File: config.mk
export PLATFORM = sky130hd
export DESIGN_NAME = ppi_bsr_port
export DESIGN_NICKNAME = d
export VERILOG_FILES = /design/src/rtl/ppi_bsr_port.sv
export SDC_FILE = /design/constraint.sdc
export NUM_CORES = 1
export LEC_CHECK = 0
export BUFFER_PORTS_ARGS = -buffer_cell sky130_fd_sc_hd__buf_2
export CAP_MARGIN = 20
export CORE_ASPECT_RATIO = 0.6
export CORE_MARGIN = 2
export CORE_UTILIZATION = 62
export CTS_CLUSTER_SIZE = 24
export DETAILED_ROUTE_END_ITERATION = 8
export GPL_TIMING_DRIVEN = 0
export PLACE_DENSITY = 0.85
export SYNTH_ARGS = -nofsm -noshare
export SYNTH_HDL_FRONTEND = slang
export SYNTH_SLANG_ARGS = --single-unit
File: constraint.sdc
create_clock -name CLK -period 4.6 [get_ports CLK]
set_input_delay 0.23 -clock CLK [delete_from_list [all_inputs] [get_ports CLK]]
set_output_delay 0.23 -clock CLK [all_outputs]
set_load 0.05 [all_outputs]
File: src/rtl/ppi_bsr_port.sv
// rtl/ppi_bsr_port.sv - PPI port C bit set/reset engine with toggle and timed pulse
`timescale 1ns/1ps
module ppi_bsr_port #(
    parameter int WIDTH     = 8,
    parameter int SEL_W     = 3,
    parameter int CW        = 8,
    parameter int PULSE_LEN = 4
) (
    input  logic             CLK,
    input  logic             RESET,
    input  logic             ENABLE,
    input  logic             WR,
    input  logic [CW-1:0]    Control,
    output logic [WIDTH-1:0] Output,
    output logic             Busy
);
    localparam int CNT_W = $clog2(PULSE_LEN + 1);

    if (CW < SEL_W + 4) begin : g_cw_chk
        $error("ppi_bsr_port: CW must be >= SEL_W+4");
    end
    if (WIDTH != (1 << SEL_W) || WIDTH < 2) begin : g_width_chk
        $error("ppi_bsr_port: WIDTH must equal 2**SEL_W and be >= 2");
    end
    if (PULSE_LEN < 1) begin : g_len_chk
        $error("ppi_bsr_port: PULSE_LEN must be >= 1");
    end

    logic [WIDTH-1:0] out_q, out_d;
    logic             busy_q, busy_d;
    logic [CNT_W-1:0] cnt_q, cnt_d;
    logic [SEL_W-1:0] psel_q, psel_d;
    logic             ppol_q, ppol_d;

    logic             accept;
    logic             mode_set;
    logic [SEL_W-1:0] sel;
    logic [1:0]       op;
    logic             v;
    logic [CW-1:0]    unused_ctrl;

    assign accept      = ENABLE & WR;
    assign mode_set    = Control[CW-1];
    assign sel         = Control[SEL_W:1];
    assign op          = Control[SEL_W+2:SEL_W+1];
    assign v           = Control[0];
    assign unused_ctrl = Control;

    always_comb begin
        out_d  = out_q;
        busy_d = busy_q;
        cnt_d  = cnt_q;
        psel_d = psel_q;
        ppol_d = ppol_q;

        // Timer first; an accepted word below overrides whatever expiry did.
        if (busy_q) begin
            cnt_d = cnt_q - 1'b1;
            if (cnt_q == CNT_W'(1)) begin
                out_d[psel_q] = ~ppol_q;
                busy_d        = 1'b0;
            end
        end

        if (accept) begin
            if (mode_set) begin
                out_d  = '0;
                busy_d = 1'b0;
                cnt_d  = '0;
            end else begin
                case (op)
                    2'b00: begin
                        out_d[sel] = v;
                        if (busy_q && psel_q == sel) busy_d = 1'b0;
                    end
                    2'b01: begin
                        out_d[sel] = ~out_q[sel];
                        if (busy_q && psel_q == sel) busy_d = 1'b0;
                    end
                    2'b10: begin
                        if (busy_q) out_d[psel_q] = ~ppol_q;
                        out_d[sel] = v;
                        psel_d     = sel;
                        ppol_d     = v;
                        cnt_d      = CNT_W'(PULSE_LEN);
                        busy_d     = 1'b1;
                    end
                    default: ;
                endcase
            end
        end
    end

    always_ff @(posedge CLK) begin
        if (RESET) begin
            out_q  <= '0;
            busy_q <= 1'b0;
            cnt_q  <= '0;
            psel_q <= '0;
            ppol_q <= 1'b0;
        end else begin
            out_q  <= out_d;
            busy_q <= busy_d;
            cnt_q  <= cnt_d;
            psel_q <= psel_d;
            ppol_q <= ppol_d;
        end
    end

    assign Output = out_q;
    assign Busy   = busy_q;
endmodule

Word level (Yosys, flattened, before mapping)
Cells that the tools add are included.
Widths: inputs -> output; s select.
- $add $sub $neg: 1
- $lt $le $gt $ge: 4
- equality and inequality tests: 4
- muxes and demuxes: 30
- bitwise operators: 4
- reduce and logical (&&, ||, !) cells: 6
- operator list (kind ; number):
    $mux 8 ; 8
    $bwmux 8 ; 5
    $pmux 8 s3 ; 1
    $mux 3 ; 4
    $lt 3x4->1 const B ; 2
    $mux 1 ; 8
    $demux 1 s3 ; 2
    $ge 3x1->1 const B ; 2
    $bmux 1 s3 ; 1
    $eq 3x1->1 const B ; 1
    $eq 3x3->1 ; 1
    $logic_and 1x1->1 ; 3
    $not 1->1 ; 3
    $reduce_and 3->1 ; 1
    $sub 3x1->3 const B ; 1
    $eq 2x1->1 const B ; 1
    $eq 2x2->1 const B ; 1
    $logic_not 2->1 ; 1
    $pmux 1 s2 ; 1
    $reduce_or 2->1 ; 1
    $and 1x1->1 ; 1
- bits in registers: 16
- output and inout bits: 9

Longest topological paths before layout
Gate-level depths: netlist of the first run.
- word-level depth: 16
- gate-level depth with buffers: 8
- mapped depth without buffers: 7

Worst setup path before layout of the first run
OpenSTA, ideal clock, no wires.
- path kind: register to register
- start point: register busy_q, in the netlist Busy
- end point: register out_q[4], in the netlist Output[4]
- arrival time: 1.858 ns
- data required time: 4.531 ns
- path slack: 2.673 ns
- cell stages (with the launch flop): 8
- path buffers: 2
- path through: dfxtp_1 -> buf_6 -> nand4b_4 -> buf_6 -> or3_1 -> a31oi_1 -> a21oi_1 -> o21ai_1
- longest elaborated chain between the ends: 10
- elaborated cells on any way between the ends: 12
- ends and longest elaborated chain (item ; RTL line ; text):
    from (decl) ; 30 ; logic busy_q, busy_d;
    from (signal assigned) ; 103 ; busy_q <= busy_d;
    $mux 8 ; 57 ; if (busy_q) begin
    $bwmux 8 ; 81 ; if (busy_q) out_d[psel_q] = ~ppol_q;
    $mux 8 ; 81 ;
    $mux 8 ; 71 ; case (op)
    $mux 8 ; 66 ; if (mode_set) begin
    $mux 8 ; 65 ; if (accept) begin
    $bwmux 8 ; 82 ; out_d[sel] = v;
    $pmux 8 s3 ; 71 ;
    $mux 8 ; 66 ;
    $mux 8 * ; 65 ;
    to (signal assigned) ; 102 ; out_q <= out_d;
    to (decl) ; 29 ; logic [WIDTH-1:0] out_q, out_d;
Every way passes the cells marked *; elsewhere a longest branch is shown, timed or not. The select of a mux whose other input is x is not followed.
A chain may end at the register's enable or synchronous reset.

Final worst setup path of the first run
- start point: register cnt_q[0]
- end point: register out_q[1], in the netlist Output[1]
- longest elaborated chain between the ends: 12
- elaborated cells on any way between the ends: 14
- ends and longest elaborated chain (item ; RTL line ; text):
    from (decl) ; 31 ; logic [CNT_W-1:0] cnt_q, cnt_d;
    from (signal assigned) ; 104 ; cnt_q <= cnt_d;
    $eq 3x1->1 * ; 59 ; if (cnt_q == CNT_W'(1)) begin
    $mux 8 * ; 59 ;
    $mux 8 * ; 57 ;
    $bwmux 8 ; 81 ;
    $mux 8 ; 81 ;
    $mux 8 ; 71 ;
    $mux 8 ; 66 ;
    $mux 8 ; 65 ;
    $bwmux 8 ; 82 ;
    $pmux 8 s3 ; 71 ;
    $mux 8 ; 66 ;
    $mux 8 * ; 65 ;
Marked as above.

==> results of run 1 <==
-- cells in the final DEF, fill, tap and decap left out, types with 6 or more instances in the layout --
cell	instances
sky130_fd_sc_hd__a21oi_1	14
sky130_fd_sc_hd__inv_1	7
sky130_fd_sc_hd__or3_1	8
sky130_fd_sc_hd__o21ai_0	25
sky130_fd_sc_hd__nand2_1	17
sky130_fd_sc_hd__buf_2	22
sky130_fd_sc_hd__clkbuf_1	9
sky130_fd_sc_hd__o21ai_1	7
sky130_fd_sc_hd__or4b_1	6
sky130_fd_sc_hd__o211ai_1	12
sky130_fd_sc_hd__nor2_1	11
sky130_fd_sc_hd__dfxtp_1	16
sky130_fd_sc_hd__a31oi_1	12
-- cell type report --
class / instances / area, um^2
Inverter: 7 / 26.3
Clock buffer: 3 / 41.3
Tap cell: 32 / 40.0
Fill cell: 209 / 704
Buffer: 20 / 125
Multi-Input combinational cell: 175 / 1160
Timing Repair Buffer: 18 / 90.1
Sequential cell: 16 / 320
-- sequential cells by signal (all words and copies together), names as in the netlist --
name,cells
Busy,1
cnt_q,3
psel_q,3
Output,8
ppol_q,1
-- worst paths after layout --
kind                             from              endpoint  slack (ns)  cells past startpoint
setup / recovery  cnt_q[0]$_SDFF_PP0_  Output[1]$_SDFF_PP0_        2.68                      7
hold / removal                  RESET   cnt_q[1]$_SDFF_PP0_        0.38                      3
setup reg to reg  cnt_q[0]$_SDFF_PP0_  Output[1]$_SDFF_PP0_        2.68                      7
hold reg to reg   cnt_q[1]$_SDFF_PP0_   cnt_q[1]$_SDFF_PP0_        0.49                      2
-- logic make-up (layout without fill, tap and decap cells) --
| kind of cell | after synthesis | count (layout) | synth area share [%] |
|---|---|---|---|
| compound gates | 95 | 95 | 37.3 |
| xor+xnor | 5 | 5 | 2.69 |
| fa+ha+maj | 2 | 2 | 1.54 |
| buf+inv | 27 | 48 | 9.29 |
| flops | 16 | 16 | 19.7 |
| mux | 3 | 3 | 1.84 |
| simple gates | 70 | 70 | 27.7 |
-- worst max-delay path, delay by kind of cell (launching register included) --
family                   cells  cell delay [ns]
adder cells (fa/ha/maj)      1             0.31
AO/OA/AOI/OAI                3             0.32
buffers and inverters        1             0.17
AND/OR/NAND/NOR              2             0.69
flip-flops                   1             0.38
-- cell usage after synthesis, drive strengths merged (2+ instances only) --
| library cell | count |
|---|---|
| or3b | 2 |
| a31o | 4 |
| or2 | 2 |
| o211ai | 13 |
| o21ai | 32 |
| buf | 11 |
| nor3 | 4 |
| a31oi | 12 |
| or3 | 8 |
| clkbuf | 9 |
| o311ai | 2 |
| o31ai | 5 |
| o21a | 2 |
| inv | 7 |
| a21oi | 14 |
| a221oi | 2 |
| dfxtp | 16 |
| and2 | 3 |
| nand4b | 2 |
| xor2 | 4 |
| a22oi | 2 |
| ha | 2 |
| a211oi | 2 |
| nor2 | 11 |
| or4b | 6 |
| nand2b | 3 |
| nand2 | 17 |
| nand3b | 4 |
| nand4bb | 2 |
| mux2i | 3 |
-- power groups by stage --
stage | sequential, W | combinational (W) | clock (W)
final | 0.000148 | 0.0000876 | 0.000112
after global routing | 0.000149 | 0.0000956 | 0.000118
after CTS | 0.000148 | 0.0000856 | 0.000112
after detailed placement | 0.000151 | 0.0000851 | 0
after global placement | 0.000151 | 0.0000839 | 0
after floorplan | 0.000160 | 0.0000535 | 0
-- stage by stage --
step                cell area [um^2]  hold WS [ns]  setup slack, ns
finish                          1800         0.377             2.68
floorplan                       1630         0.416             2.67
CTS                             1800         0.369             2.69
global route                    1800         0.409             2.57
detailed placement              1760         0.484             2.72
global placement                1760         0.467             2.74
-- routing by layer --
metal / vias to the layer above / part of all wire, %
met5: - / 0
met4: 0 / 0.35
met3: 2 / 11
met2: 114 / 42
met1: 828 / 47
li1: 890 / -
==> flow_results.xml, run 1 <==
<?xml version="1.0" encoding="UTF-8"?>
<metrics>
  <group name="pwr">
    <metric name="comb_power_share" unit="%">25.2</metric>
    <metric name="p_clk_share" unit="%">32.2</metric>
    <metric name="finalPower" unit="W">0.000348</metric>
    <metric name="static_leakage_power" unit="nW">0.646</metric>
    <metric name="p_per_area" unit="nW/um^2">193</metric>
    <metric name="swShare" unit="%">33.2</metric>
    <metric name="sequentialPowerShare" unit="%">42.6</metric>
    <metric name="vdd.ir_drop.worst" unit="mV">0.153</metric>
    <metric name="power.internal" unit="W">0.000233</metric>
    <metric name="p_sw" unit="W">0.000116</metric>
  </group>
  <group name="global_routing">
    <metric name="gr-total-overflow" unit="">0</metric>
    <metric name="use_met3" unit="%">5.58</metric>
    <metric name="grt_first_pass_wirelength" unit="mm">7.46</metric>
    <metric name="layer_carrying_the_most_global_route_usage" unit="">met2</metric>
    <metric name="number_of_global_route_vias_before_repair" unit="">1484</metric>
    <metric name="grtUsageMet2" unit="%">48.6</metric>
    <metric name="overall_routing_resource_usage" unit="%">31.5</metric>
    <metric name="antenna_violations_before_repair" unit="">0</metric>
    <metric name="gr-usage-met1" unit="%">47.4</metric>
    <metric name="grt_max_degree" unit="">11</metric>
  </group>
  <group name="worst_setup_path">
    <metric name="setup.worst_path.class" unit="">flip-flop to flip-flop</metric>
    <metric name="slowest_stage" unit="">sky130_fd_sc_hd__or4b_1</metric>
    <metric name="cp.arrival" unit="ns">2.12</metric>
    <metric name="cp_cell_sequence" unit="">ha_1 -&gt; nand4bb_4 -&gt; buf_6 -&gt; or4b_1 -&gt; o211ai_2 -&gt; a31oi_1 -&gt; a21oi_1</metric>
    <metric name="worstPathRequired" unit="ns">4.80</metric>
    <metric name="worst-path-max-fanout" unit="">10</metric>
    <metric name="critical_path.max_stage_delay" unit="ns">0.53</metric>
    <metric name="critPathLaunchType" unit="">flip-flop</metric>
    <metric name="endpoint_kind" unit="">flip-flop</metric>
  </group>
  <group name="routing">
    <metric name="via_count" unit="">1834</metric>
    <metric name="postRouteAntennaNets" unit="">0</metric>
    <metric name="drtPass1Iterations" unit="">4</metric>
    <metric name="wire_per_inst" unit="um">16.9</metric>
    <metric name="route.detailed.vias_per_inst" unit="">6.77</metric>
    <metric name="finalWirelength" unit="mm">4.58</metric>
    <metric name="detail_route.iter0.violations" unit="">285</metric>
    <metric name="drc" unit="">0</metric>
  </group>
  <group name="placed_design">
    <metric name="dp_hpwl" unit="mm">3.33</metric>
    <metric name="numPortBuffers" unit="">18</metric>
    <metric name="globalplace.congestion" unit="">0.951</metric>
    <metric name="placedCellCount" unit="">268</metric>
  </group>
  <group name="floorplan">
    <metric name="start_util" unit="%">65.0</metric>
    <metric name="core.rowCount" unit="">14</metric>
    <metric name="chipHeight" unit="um">43.7</metric>
    <metric name="floorplan.core_area" unit="um^2">2500</metric>
    <metric name="boundaryPins" unit="">21</metric>
    <metric name="fp.dieArea" unit="um^2">3070</metric>
    <metric name="die_w" unit="um">70.2</metric>
  </group>
  <group name="final_layout">
    <metric name="fraction_of_layout_cells_with_a_size_suffix_above_1" unit="%">16.7</metric>
    <metric name="area_growth_syn_to_layout" unit="%">10.5</metric>
    <metric name="final_std_cells_w_o_fill" unit="">271</metric>
    <metric name="finalNetCount" unit="">255</metric>
    <metric name="post-route-util" unit="%">71.9</metric>
    <metric name="insertedDiodeCount" unit="">0</metric>
  </group>
  <group name="outcome">
    <metric name="outcome" unit="">finished, final reports clean</metric>
  </group>
  <group name="yosys">
    <metric name="ys.flop_type" unit="">sky130_fd_sc_hd__dfxtp_1</metric>
    <metric name="edff_count_synth" unit="">0</metric>
    <metric name="synth_largest_area_cell" unit="">sky130_fd_sc_hd__dfxtp_1</metric>
    <metric name="synth.yosys.warnings" unit="">0</metric>
    <metric name="asyncSetResetFlopFracSynth" unit="%">0</metric>
    <metric name="synth_nets" unit="">232</metric>
    <metric name="synth_seq_area_share" unit="%">19.7</metric>
    <metric name="postSynthRegisterBits" unit="">16</metric>
    <metric name="number_of_standard_cells_after_synthesis" unit="">218</metric>
    <metric name="average_footprint_of_a_synthesized_cell" unit="um^2">7.47</metric>
    <metric name="yosys.cell_types.count" unit="">51</metric>
    <metric name="netlist.area_leader.share" unit="%">19.7</metric>
    <metric name="synth_area_leaders" unit="">sky130_fd_sc_hd__dfxtp_1 (20%), sky130_fd_sc_hd__o21ai_0 (7.7%), sky130_fd_sc_hd__o211ai_1 (5.5%), sky130_fd_sc_hd__a31oi_1 (4.6%), sky130_fd_sc_hd__a21oi_1 (4.3%)</metric>
    <metric name="syn-cell-area" unit="um^2">1630</metric>
  </group>
  <group name="sta">
    <metric name="hold_viol_final" unit="">0</metric>
    <metric name="finalWorstPathRequiredPeriod" unit="ns">1.92</metric>
    <metric name="timing_max_transition_violations_final" unit="">0</metric>
    <metric name="setup_tns" unit="ns">0</metric>
    <metric name="max_frequency" unit="GHz">0.520</metric>
    <metric name="rsz0062_at_grt" unit="">no</metric>
    <metric name="worst-slew-pin-transition" unit="ns">0.501</metric>
    <metric name="slew-limit-headroom" unit="%">66.6</metric>
    <metric name="setup_violators_final" unit="">0</metric>
    <metric name="finalClockSkew" unit="ns">0.00943</metric>
    <metric name="final.period_utilization" unit="%">41.8</metric>
  </group>
  <group name="cts">
    <metric name="clock_latency_reported_for_the_late_side_of_the_worst_skew_pair" unit="ns">0.26</metric>
    <metric name="post_cts_resize_count" unit="">0</metric>
    <metric name="numClockSinks" unit="">16</metric>
    <metric name="cts.clk_slew.worst_paths" unit="ns">0.07</metric>
    <metric name="cts-root-buf" unit="">sky130_fd_sc_hd__clkbuf_8</metric>
    <metric name="clock_tree_from_tritoncts" unit="">yes</metric>
    <metric name="cts_buffers" unit="">3</metric>
    <metric name="cts_post_setup_buffers_inserted" unit="">0</metric>
    <metric name="max-clock-path-buffers" unit="">2</metric>
    <metric name="h_tree_levels" unit="">1</metric>
    <metric name="ctsHoldBuffers" unit="">0</metric>
  </group>
  <group name="run">
    <metric name="maxCapViolations" unit="">0</metric>
  </group>
  <group name="min_path">
    <metric name="holdCritPathClass" unit="">primary input to flip-flop</metric>
  </group>
</metrics>
Note: power is estimated with default switching activity, not from simulation.
==> inputs of run 2 (changes only) <==
- CORE_UTILIZATION: 62 -> 58
- PLACE_DENSITY: 0.85 -> 0.8
- clock period: 4.6 -> 1.9 ns (I/O delays scaled with it)
==> flow_results.xml, run 2 (same netlist as run 1, synthesis figures left out) <==
<?xml version="1.0" encoding="UTF-8"?>
<metrics>
  <group name="routing">
    <metric name="postRouteAntennaNets" unit="">0</metric>
    <metric name="drc" unit="">2</metric>
    <metric name="wire_per_inst" unit="um">19.5</metric>
    <metric name="finalWirelength" unit="mm">5.31</metric>
    <metric name="drtPass1Iterations" unit="">9</metric>
    <metric name="detail_route.iter0.violations" unit="">346</metric>
    <metric name="route.detailed.vias_per_inst" unit="">7.25</metric>
    <metric name="via_count" unit="">1973</metric>
  </group>
  <group name="cts">
    <metric name="h_tree_levels" unit="">1</metric>
    <metric name="cts-root-buf" unit="">sky130_fd_sc_hd__clkbuf_8</metric>
    <metric name="ctsHoldBuffers" unit="">0</metric>
    <metric name="clock_tree_from_tritoncts" unit="">yes</metric>
    <metric name="cts_buffers" unit="">3</metric>
    <metric name="cts.clk_slew.worst_paths" unit="ns">0.07</metric>
    <metric name="numClockSinks" unit="">16</metric>
    <metric name="clock_latency_reported_for_the_late_side_of_the_worst_skew_pair" unit="ns">0.26</metric>
    <metric name="max-clock-path-buffers" unit="">2</metric>
  </group>
  <group name="sta">
    <metric name="timing_max_transition_violations_final" unit="">0</metric>
    <metric name="setup_tns" unit="ns">0</metric>
    <metric name="slew-limit-headroom" unit="%">64.6</metric>
    <metric name="max_frequency" unit="GHz">0.558</metric>
    <metric name="rsz0062_at_grt" unit="">no</metric>
    <metric name="worst-slew-pin-transition" unit="ns">0.531</metric>
    <metric name="finalWorstPathRequiredPeriod" unit="ns">1.79</metric>
    <metric name="final.period_utilization" unit="%">94.4</metric>
    <metric name="hold_viol_final" unit="">0</metric>
    <metric name="setup_violators_final" unit="">0</metric>
    <metric name="finalClockSkew" unit="ns">0.00682</metric>
  </group>
  <group name="min_path">
    <metric name="holdCritPathClass" unit="">primary input to flip-flop</metric>
    <metric name="worstHoldEndpoint" unit="">cnt_q[0]$_SDFF_PP0_</metric>
    <metric name="hold-path-cell-count" unit="">3</metric>
    <metric name="worstHoldStart" unit="">RESET</metric>
  </group>
  <group name="worst_setup_path">
    <metric name="slowest_stage" unit="">sky130_fd_sc_hd__or4b_1</metric>
    <metric name="worst-r2r-cell-count" unit="">8</metric>
    <metric name="setup.worst_path.class" unit="">flip-flop to flip-flop</metric>
    <metric name="r2r-end" unit="">Output[1]$_SDFF_PP0_</metric>
    <metric name="endpoint_kind" unit="">flip-flop</metric>
    <metric name="worst_r2r_startpoint" unit="">cnt_q[1]$_SDFF_PP0_</metric>
    <metric name="cp.arrival" unit="ns">1.99</metric>
    <metric name="critical_path.max_stage_delay" unit="ns">0.53</metric>
    <metric name="critPathLaunchType" unit="">flip-flop</metric>
    <metric name="worstPathRequired" unit="ns">2.10</metric>
    <metric name="critical_path.startpoint" unit="">cnt_q[1]$_SDFF_PP0_</metric>
    <metric name="cp_cell_sequence" unit="">inv_2 -&gt; ha_4 -&gt; nand4bb_4 -&gt; buf_6 -&gt; or4b_1 -&gt; o211ai_2 -&gt; a31oi_1 -&gt; a21oi_1</metric>
    <metric name="worst-path-max-fanout" unit="">10</metric>
    <metric name="reg2reg_slack" unit="ns">0.11</metric>
  </group>
  <group name="global_routing">
    <metric name="number_of_global_route_vias_before_repair" unit="">1818</metric>
    <metric name="overall_routing_resource_usage" unit="%">34.1</metric>
    <metric name="gr-total-overflow" unit="">0</metric>
    <metric name="grt_first_pass_wirelength" unit="mm">8.54</metric>
    <metric name="grt_max_degree" unit="">11</metric>
    <metric name="antenna_violations_before_repair" unit="">0</metric>
  </group>
  <group name="final_layout">
    <metric name="most-common-layout-cells" unit="">sky130_fd_sc_hd__o21ai_0 (23), sky130_fd_sc_hd__buf_2 (22), sky130_fd_sc_hd__nand2_1 (17)</metric>
    <metric name="largest_register_ffs" unit="">8</metric>
    <metric name="mostFrequentLayoutCell" unit="">sky130_fd_sc_hd__o21ai_0</metric>
    <metric name="post-route-util" unit="%">70.8</metric>
    <metric name="insertedDiodeCount" unit="">0</metric>
    <metric name="final_std_cells_w_o_fill" unit="">272</metric>
    <metric name="finalNetCount" unit="">255</metric>
    <metric name="fraction_of_layout_cells_with_a_size_suffix_above_1" unit="%">19.6</metric>
    <metric name="area_growth_syn_to_layout" unit="%">12.6</metric>
  </group>
  <group name="pwr">
    <metric name="p_per_area" unit="nW/um^2">490</metric>
    <metric name="vdd.ir_drop.worst" unit="mV">0.648</metric>
    <metric name="static_leakage_power" unit="nW">0.659</metric>
  </group>
  <group name="floorplan">
    <metric name="die_w" unit="um">72.4</metric>
    <metric name="fp.dieArea" unit="um^2">3260</metric>
    <metric name="core.rowCount" unit="">14</metric>
    <metric name="start_util" unit="%">62.8</metric>
    <metric name="chipHeight" unit="um">45.1</metric>
    <metric name="floorplan.core_area" unit="um^2">2590</metric>
    <metric name="boundaryPins" unit="">21</metric>
  </group>
  <group name="placed_design">
    <metric name="placedCellCount" unit="">268</metric>
    <metric name="numPortBuffers" unit="">18</metric>
    <metric name="globalplace.congestion" unit="">0.966</metric>
    <metric name="dp_hpwl" unit="mm">3.75</metric>
  </group>
  <group name="run">
    <metric name="maxCapViolations" unit="">0</metric>
  </group>
  <group name="outcome">
    <metric name="outcome" unit="">finished, violations left</metric>
    <metric name="violations" unit="">design-rule violations</metric>
  </group>
</metrics>
-- run 2: cell types whose count changed in the layout (fill, tap and decap cells not counted) --
cell / previous run / this run
sky130_fd_sc_hd__clkbuf_1: 9 / 8
sky130_fd_sc_hd__clkbuf_2: 0 / 1
sky130_fd_sc_hd__clkbuf_8: 3 / 4
sky130_fd_sc_hd__dfxtp_1: 16 / 14
sky130_fd_sc_hd__dfxtp_2: 0 / 2
sky130_fd_sc_hd__ha_1: 2 / 1
sky130_fd_sc_hd__ha_4: 0 / 1
sky130_fd_sc_hd__inv_1: 7 / 6
sky130_fd_sc_hd__inv_2: 0 / 1
sky130_fd_sc_hd__o21ai_0: 25 / 23
sky130_fd_sc_hd__o21ai_1: 7 / 8
sky130_fd_sc_hd__o21ai_2: 0 / 1
-- run 2: worst max-delay path: cells and delay by family, from the launching register on --
kind	cells	cell delay, ns
DFF	1	0.32
AOI/OAI and AO/OA	3	0.33
adders and majority gates	1	0.17
and+or+nand+nor	2	0.67
buffers and inverters	2	0.26
-- run 2: power breakdown --
group | internal [W] | leakage, nW | total (W) | switching [W]
clock | 0.000184 | 0.0288 | 0.000320 | 0.000135
combinational | 0.0000766 | 0.500 | 0.000220 | 0.000144
sequential | 0.000346 | 0.131 | 0.000359 | 0.0000129
total | 0.000607 | 0.659 | 0.000899 | 0.000292
-- run 2: worst max path at each step --
stage               cells past startpoint  slack, ns              endpoint
floorplan                               7       0.17  Output[1]$_SDFF_PP0_
global placement                        7       0.07  Output[1]$_SDFF_PP0_
detailed placement                      7       0.02  Output[4]$_SDFF_PP0_
CTS                                     8       0.03  Output[2]$_SDFF_PP0_
global route                            7       0.03  Output[4]$_SDFF_PP0_
finish                                  8       0.11  Output[1]$_SDFF_PP0_
-- run 2: repair_timing --
item,in CTS,in global routing
hold endpoints to repair,0,0
setup buffers,0,0
endpoints found under the setup margin,2,4
pin swaps,0,1
resized for setup,1,8
-- run 2: area by class of cell --
class                      count  area (um^2)
fill                         237          758
multi-input combinational    175         1170
clock buffer                   4         55.1
buffer                        20          126
inverter                       7         26.3
tap                           32         40.0
timing repair buffer          18         90.1
sequential                    16          323
-- run 2: metrics by stage --
step           cell area, um^2  hold slack, ns  setup WS, ns  total power (W)
2_1_floorplan             1630           0.281         0.170         0.000517
3_3_place_gp              1760           0.462        0.0733         0.000567
3_5_place_dp              1760           0.477        0.0200         0.000576
4_1_cts                   1820           0.209        0.0320         0.000889
5_1_grt                   1830           0.234        0.0295         0.000930
6_report                  1830           0.218         0.107         0.000899
-- run 2: layer usage --
metal  track usage (%)  routed length [um]  part of all wire, %
met4              14.4                 203                  3.8
met5                 0                   0                    0
met1              44.5                2170                   41
met2              54.7                2310                   44
met3              8.71                 617                   12
